<file path="src/rtl/ex_alu_stage.sv">
// Execute-stage ALU: saturating CLA add/sub, packed nibble add, shifts/rotate,
// with a registered result, destination tag and Z/V/N flags behind a
// valid/ready handshake. One-cycle latency, flushable.
module ex_alu_stage #(
   parameter int unsigned WIDTH   = 16,
   parameter int unsigned SHAMT_W = 4
) (
   input  logic             clk,
   input  logic             rst_n,
   input  logic             flush,
   input  logic             in_valid,
   output logic             in_ready,
   input  logic [2:0]       opcode,
   input  logic [WIDTH-1:0] op_a,
   input  logic [WIDTH-1:0] op_b,
   input  logic [3:0]       dst,
   output logic             out_valid,
   input  logic             out_ready,
   output logic [WIDTH-1:0] result,
   output logic [3:0]       out_dst,
   output logic             flag_z,
   output logic             flag_v,
   output logic             flag_n
);

   localparam int unsigned NIB_W = 4;
   localparam int unsigned N_NIB = WIDTH / NIB_W;

   localparam logic [WIDTH-1:0] SAT_POS = {1'b0, {(WIDTH-1){1'b1}}};
   localparam logic [WIDTH-1:0] SAT_NEG = {1'b1, {(WIDTH-1){1'b0}}};
   localparam logic [NIB_W-1:0] NIB_POS = {1'b0, {(NIB_W-1){1'b1}}};
   localparam logic [NIB_W-1:0] NIB_NEG = {1'b1, {(NIB_W-1){1'b0}}};

   typedef enum logic [2:0] {
      OP_ADD    = 3'd0,
      OP_SUB    = 3'd1,
      OP_XOR    = 3'd2,
      OP_PADDSB = 3'd3,
      OP_SLL    = 3'd4,
      OP_SRA    = 3'd5,
      OP_ROR    = 3'd6,
      OP_PASSB  = 3'd7
   } op_e;

   // Carry-lookahead adder built from 4-bit lookahead groups; the MSB bit of
   // the return value is the signed overflow (carry into vs. out of the MSB).
   function automatic logic [WIDTH:0] cla_add(input logic [WIDTH-1:0] a,
                                               input logic [WIDTH-1:0] b,
                                               input logic             cin);
      logic [WIDTH-1:0] g;
      logic [WIDTH-1:0] p;
      logic [WIDTH:0]   c;
      int unsigned      i;
      g    = a & b;
      p    = a ^ b;
      c    = '0;
      c[0] = cin;
      for (int unsigned k = 0; k < N_NIB; k++) begin
         i = k * NIB_W;
         c[i+1] = g[i] | (p[i] & c[i]);
         c[i+2] = g[i+1] | (p[i+1] & g[i]) | (p[i+1] & p[i] & c[i]);
         c[i+3] = g[i+2] | (p[i+2] & g[i+1]) | (p[i+2] & p[i+1] & g[i])
                | (p[i+2] & p[i+1] & p[i] & c[i]);
         c[i+4] = g[i+3] | (p[i+3] & g[i+2]) | (p[i+3] & p[i+2] & g[i+1])
                | (p[i+3] & p[i+2] & p[i+1] & g[i])
                | (p[i+3] & p[i+2] & p[i+1] & p[i] & c[i]);
      end
      return {c[WIDTH] ^ c[WIDTH-1], p ^ c[WIDTH-1:0]};
   endfunction

   op_e              op;
   logic             is_sub;
   logic [WIDTH-1:0] b_eff;
   logic [WIDTH:0]   cla_out;
   logic [SHAMT_W-1:0] shamt;
   logic [NIB_W:0]   nib_sum;
   logic [WIDTH-1:0] alu_res;
   logic             alu_v;
   logic             upd_z;
   logic             upd_vn;
   logic             capture;

   assign op    = op_e'(opcode);
   assign shamt = op_b[SHAMT_W-1:0];

   // Shared adder: SUB is A + ~B with carry-in set.
   always_comb begin
      is_sub  = (op == OP_SUB);
      b_eff   = is_sub ? ~op_b : op_b;
      cla_out = cla_add(op_a, b_eff, is_sub);
   end

   // Operation select, saturation and which flags the op is allowed to touch.
   always_comb begin
      alu_res = '0;
      alu_v   = 1'b0;
      upd_z   = 1'b0;
      upd_vn  = 1'b0;
      nib_sum = '0;
      unique case (op)
         OP_ADD, OP_SUB: begin
            upd_z  = 1'b1;
            upd_vn = 1'b1;
            alu_v  = cla_out[WIDTH];
            if (cla_out[WIDTH]) alu_res = op_a[WIDTH-1] ? SAT_NEG : SAT_POS;
            else                alu_res = cla_out[WIDTH-1:0];
         end
         OP_XOR: begin
            upd_z   = 1'b1;
            alu_res = op_a ^ op_b;
         end
         OP_PADDSB: begin
            for (int unsigned k = 0; k < N_NIB; k++) begin
               nib_sum = {op_a[k*NIB_W+NIB_W-1], op_a[k*NIB_W +: NIB_W]}
                       + {op_b[k*NIB_W+NIB_W-1], op_b[k*NIB_W +: NIB_W]};
               if (nib_sum[NIB_W] != nib_sum[NIB_W-1])
                  alu_res[k*NIB_W +: NIB_W] = nib_sum[NIB_W] ? NIB_NEG : NIB_POS;
               else
                  alu_res[k*NIB_W +: NIB_W] = nib_sum[NIB_W-1:0];
            end
         end
         OP_SLL: begin
            upd_z   = 1'b1;
            alu_res = op_a << shamt;
         end
         OP_SRA: begin
            upd_z   = 1'b1;
            alu_res = $unsigned($signed(op_a) >>> shamt);
         end
         OP_ROR: begin
            upd_z   = 1'b1;
            alu_res = WIDTH'({op_a, op_a} >> shamt);
         end
         OP_PASSB: begin
            alu_res = op_b;
         end
         default: alu_res = '0;
      endcase
   end

   assign in_ready = ~out_valid | out_ready;
   assign capture  = in_valid & in_ready & ~flush;

   // Output/flag registers: flush beats capture, capture beats drain.
   always_ff @(posedge clk or negedge rst_n) begin
      if (!rst_n) begin
         out_valid <= 1'b0;
         result    <= '0;
         out_dst   <= '0;
         flag_z    <= 1'b0;
         flag_v    <= 1'b0;
         flag_n    <= 1'b0;
      end else if (flush) begin
         out_valid <= 1'b0;
      end else if (capture) begin
         out_valid <= 1'b1;
         result    <= alu_res;
         out_dst   <= dst;
         if (upd_z) flag_z <= (alu_res == '0);
         if (upd_vn) begin
            flag_v <= alu_v;
            flag_n <= alu_res[WIDTH-1];
         end
      end else if (out_ready) begin
         out_valid <= 1'b0;
      end
   end

endmodule

</file>
<file path="config.mk">
export PLATFORM = sky130hd
export DESIGN_NAME = ex_alu_stage
export DESIGN_NICKNAME = d
export VERILOG_FILES = /design/src/rtl/ex_alu_stage.sv
export SDC_FILE = /design/constraint.sdc
export NUM_CORES = 1
export LEC_CHECK = 0
export BUFFER_PORTS_ARGS = -buffer_cell sky130_fd_sc_hd__buf_2
export CAP_MARGIN = 20
export CORE_ASPECT_RATIO = 1.25
export CORE_MARGIN = 1
export CORE_UTILIZATION = 55
export DETAILED_ROUTE_END_ITERATION = 8
export PLACE_DENSITY_LB_ADDON = 0.05
export SYNTH_ARGS = -nofsm -noshare
export SYNTH_HDL_FRONTEND = slang
export SYNTH_SLANG_ARGS = --single-unit
</file>
<file path="constraint.sdc">
create_clock -name clk -period 1.5 [get_ports clk]
set_input_delay 0.3 -clock clk [delete_from_list [all_inputs] [get_ports clk]]
set_output_delay 0.3 -clock clk [all_outputs]
set_load 0.02 [all_outputs]
</file>
==> flow_results.org <==
** Status
- The checks that failed: negative hold slack, negative setup slack.
- Result of the run :: finished with violations

** STA
- Max_slew headroom :: 44.2%
- Final number of setup-violating endpoints :: 19
- The routed design could run at a clock period as short as 3.74 ns.
- Fraction of the cycle the final worst path needs :: 249%
- The hold violation count in the final report was 9.
- Setup repair after global routing missed its margin :: true
- Clock skew on the completed layout was measured at 0.00844 ns.
- Final setup slack of the worst path :: -2.24 ns
- The tightest hold path in the finished design has a slack of -0.00109 ns.
- Worst-margin pin slew :: 0.829 ns
- The final number of max-transition violations is 0.
- Timing would allow up to 268 MHz.
- Total negative slack :: -35.04 ns

** Clocking
- Clock tree synthesis found a total of 24 sinks.
- CTS tree :: yes
- Counting the buffers created by CTS gives 3.
- After clock tree synthesis, the clock-pin slew on the worst setup and hold paths is 0.07 ns.
- No sink is reached through more buffers than the 2 on the longest clock path.
- Count of hold buffers inserted by post-cts repair :: 0
- The cell sitting at the root of the clock tree is a clkbuf_16.
- Clock insertion delay at the later pin of the skew report :: 0.26 ns
- In this run the number of H-tree levels came out at 1.

** Power
- Power density over the cells :: 725 nW/um^2
- Summed over all cells, the static leakage comes to 3.52 nW.
- IR analysis of the VDD net gives a maximum drop of 1360 uV.

** Synthesis
- In this run the cell area of the synthesized design comes to 5120 um^2.
- For this run, the number of Yosys warnings is 0.
- Synthesis inferred 24 register bits.
- The synthesized design contains 0 enable-type register cells.
- In the synthesized netlist the dominant register cell turns out to be dfrtp_1.
- Share of synthesized flip-flops with an asynchronous set or reset :: 100%
- A synthesized cell averages 8.16 um^2.
- Library cells used by synthesis :: 79
- Sequential cells were found to cover 11.7% of the synthesized design area.
- Post-synthesis instance total :: 628
- Counting every net in the synthesized netlist gives 714.

** Die
- Row generation in the floorplan step produced 39 rows.
- Core area :: 9080 um^2
- Horizontal extent of the die :: 88.3 um
- Die height :: 110 um
- The die covers 9710 um^2.
- Effective utilization at floorplan :: 56.5%
- Count of boundary I/O pins :: 69

** Layout
- After filler insertion, the fill cell instance count of the layout stands at 525.
- Once layout is done, the placed cells without fillers occupy 7550 um^2.
- Ratio of cells with drive above 1 in the final layout :: 44.6%
- Area growth from synthesis to final layout :: 47.3%
- For this run, the post-layout net count is 945.
- 0 antenna diodes ended up in the layout.

** Worst setup path
- Of all nets on the critical path, the largest fanout is 6.
- For this run, the slowest stage of the critical path takes 0.56 ns.
- Setup crit start kind :: input pin
- The worst setup path is captured at a flop.
- CP delay by family, top :: simple AND/OR/NAND/NOR gates
- CP Buf/Inv Count :: 2
- At the worst endpoint, the arrival time is 3.90 ns.
- Slowest cell on the critical path :: or4_4
- The critical path in this run is classified as in2reg.
- At the worst endpoint, the required time is 1.66 ns.
- The signal on the critical path passes through buf_6 > or2_4 > nor2_4 > buf_12 > xnor2_4 > ha_4 > nand2_2 > or4_4 > a21oi_4 > o21ai_4 > and2_4 > fa_2 > o211ai_1 > a32oi_1 > nand4_1 > o31ai_2.

** Route
- Initial drt markers :: 763
- DRC Markers :: 0
- The routed design has 24,400 um of wire.
- Routed via count :: 6,939
- In the routed layout, each cell is associated on average with a via count of 7.07.
- Detailed-route wire length per cell :: 24.9 um
- Number of detailed-route iterations in the first pass :: 8
- Once detail routing completed, the nets flagged for antenna violations numbered 0.

** Place
- Placement Cell Area :: 6860 um^2
- Before CTS, the worst setup slack after placement is -2.28 ns.
- During placement, the flow inserted port buffers numbering 68.
- The congestion estimate from routability-driven global placement came to 1.01.
- The HPWL after detailed placement is 15,900 um.

** Job
- Max-cap violations :: 0

** GRT
- Number of global-route vias before repair :: 6,492
- Antenna violations before repair :: 0
- Global routing used 44.0% of the available tracks across all layers.
- Entering global routing, the biggest net connects 46 pins.
- The first global-routing pass estimated 32,500 um of wire.
- After global routing the overflow that remains totals 0.

** Min path
- The worst hold path belongs to the class in2async.
[cell usage in the layout (no fill, tap or decap), drive strengths merged, types with 3 or more instances in the layout]
| cell type | n |
|---|---|
| or4 | 3 |
| mux4 | 26 |
| a41o | 4 |
| o21a | 3 |
| a21oi | 44 |
| or2 | 4 |
| nor2 | 36 |
| a311o | 5 |
| mux2 | 17 |
| nand3 | 20 |
| and3 | 6 |
| mux2i | 26 |
| ha | 35 |
| a221oi | 4 |
| nor3 | 12 |
| o211ai | 12 |
| o31ai | 4 |
| o21ai | 51 |
| xor2 | 25 |
| nand4 | 3 |
| clkbuf | 4 |
| a31oi | 10 |
| and2 | 9 |
| a22o | 5 |
| fa | 7 |
| buf | 271 |
| a32oi | 9 |
| xnor2 | 7 |
| nor4 | 3 |
| a22oi | 6 |
| inv | 19 |
| a21boi | 6 |
| nand2 | 72 |
| a21o | 8 |
| nand3b | 3 |
| a311oi | 4 |
| nand2b | 6 |
| a211oi | 6 |
| or3 | 3 |
| dfrtp | 24 |
[logic make-up after synthesis]
family	count (synthesis)	synth area share (%)
buf+inv	66	5.81
compound gates	207	28.0
flops	24	11.7
mux	69	20.2
simple gates	188	17.5
fa+ha+maj	42	11.3
xor+xnor	32	5.47
[cell type report]
type                    count  area, um^2  share of cell area [%]
clock buffers               3        75.1                   0.994
multi-input cells         538        4600                    60.9
repair buffers            272        2020                    26.7
well taps                 123         154                    2.04
flip-flops and latches     24         601                    7.95
clock inverters             1        30.0                   0.398
inverters                  20        75.1                   0.994
[path summary, 6_finish.rpt]
check                      startpoint         end  slack [ns]  cells past startpoint
max                         opcode[2]      flag_z       -2.24                     16
min                             rst_n  result[13]      -0.001                      1
max reg2reg                 out_valid      flag_z        0.04                      5
min reg2reg                result[15]  result[15]        0.50                      2
max in group asynchronous       rst_n   result[3]        1.15                      1
min in group clk                flush   out_valid        0.20                      2
[synth_stat cells, types with 4 or more instances]
library cell  instances  share of area, %
a221oi_1              4              0.68
a22o_1                5              0.85
dfrtp_1              24                12
nand2_1              72               5.3
o21ai_0              48               4.7
nand3_1              20               2.0
buf_2                 8              0.78
xnor2_1               7               1.2
a21boi_0              5              0.73
and3_1                5              0.61
a211oi_1              6              0.88
a41o_1                4              0.78
xor2_1               25               4.3
a32oi_1               9               1.5
buf_6                 5               1.1
a21oi_1              43               4.2
inv_1                19               1.4
nor3_1               12               1.2
clkbuf_1             30               2.2
a22oi_1               6              0.88
mux2i_1              26               5.1
a31oi_1              10               1.2
ha_1                 35               8.5
and2_1                9               1.1
o211ai_1             12               1.8
a311o_1               5              0.98
mux4_2               26                11
nand2b_1              6              0.73
a21o_1                8               1.2
fa_1                  7               2.7
mux2_2               17               3.7
nor2_1               36               2.6
[flip-flops by register name (all words and copies together), names as in the netlist]
register   cells
result        16
out_valid      1
flag_n         1
out_dst        4
flag_z         1
flag_v         1
[power breakdown]
group	leakage (nW)	internal (mW)	total (mW)	switching, mW
registers	0.298	0.783	0.873	0.0904
logic	3.17	1.75	3.83	2.08
clock network	0.0511	0.531	0.769	0.238
total	3.52	3.06	5.47	2.41
[stage by stage]
stage | util, % | power, mW | hold WS [ns] | cells
2_1_floorplan | - | 2.61 | 0.00441 | 628
3_3_place_gp | 75.5 | 3.84 | 0.285 | 958
3_5_place_dp | 75.5 | 3.94 | 0.291 | 958
4_1_cts | 79.3 | 4.87 | 0.0167 | 972
5_1_grt | 83.2 | 5.64 | 0.0475 | 981
6_report | 83.2 | 5.47 | -0.00109 | 981
[layer usage]
layer / global-route usage [%] / part of all wire [%] / up-vias
met1: 49.1 / 31 / 3191
met4: 30.2 / 11 / 0
met5: 0 / 0 / -
met2: 77.4 / 47 / 633
li1: - / - / 2868
met3: 5.11 / 11 / 247
[what timing repair did]
item,in CTS,in global routing
gates cloned,1,1
endpoints found under the hold margin,0,0
setup endpoints to repair,19,19
pin swaps,15,31
gates resized for setup,32,52
setup buffers,9,14
Power figures use the tool's default switching activity.
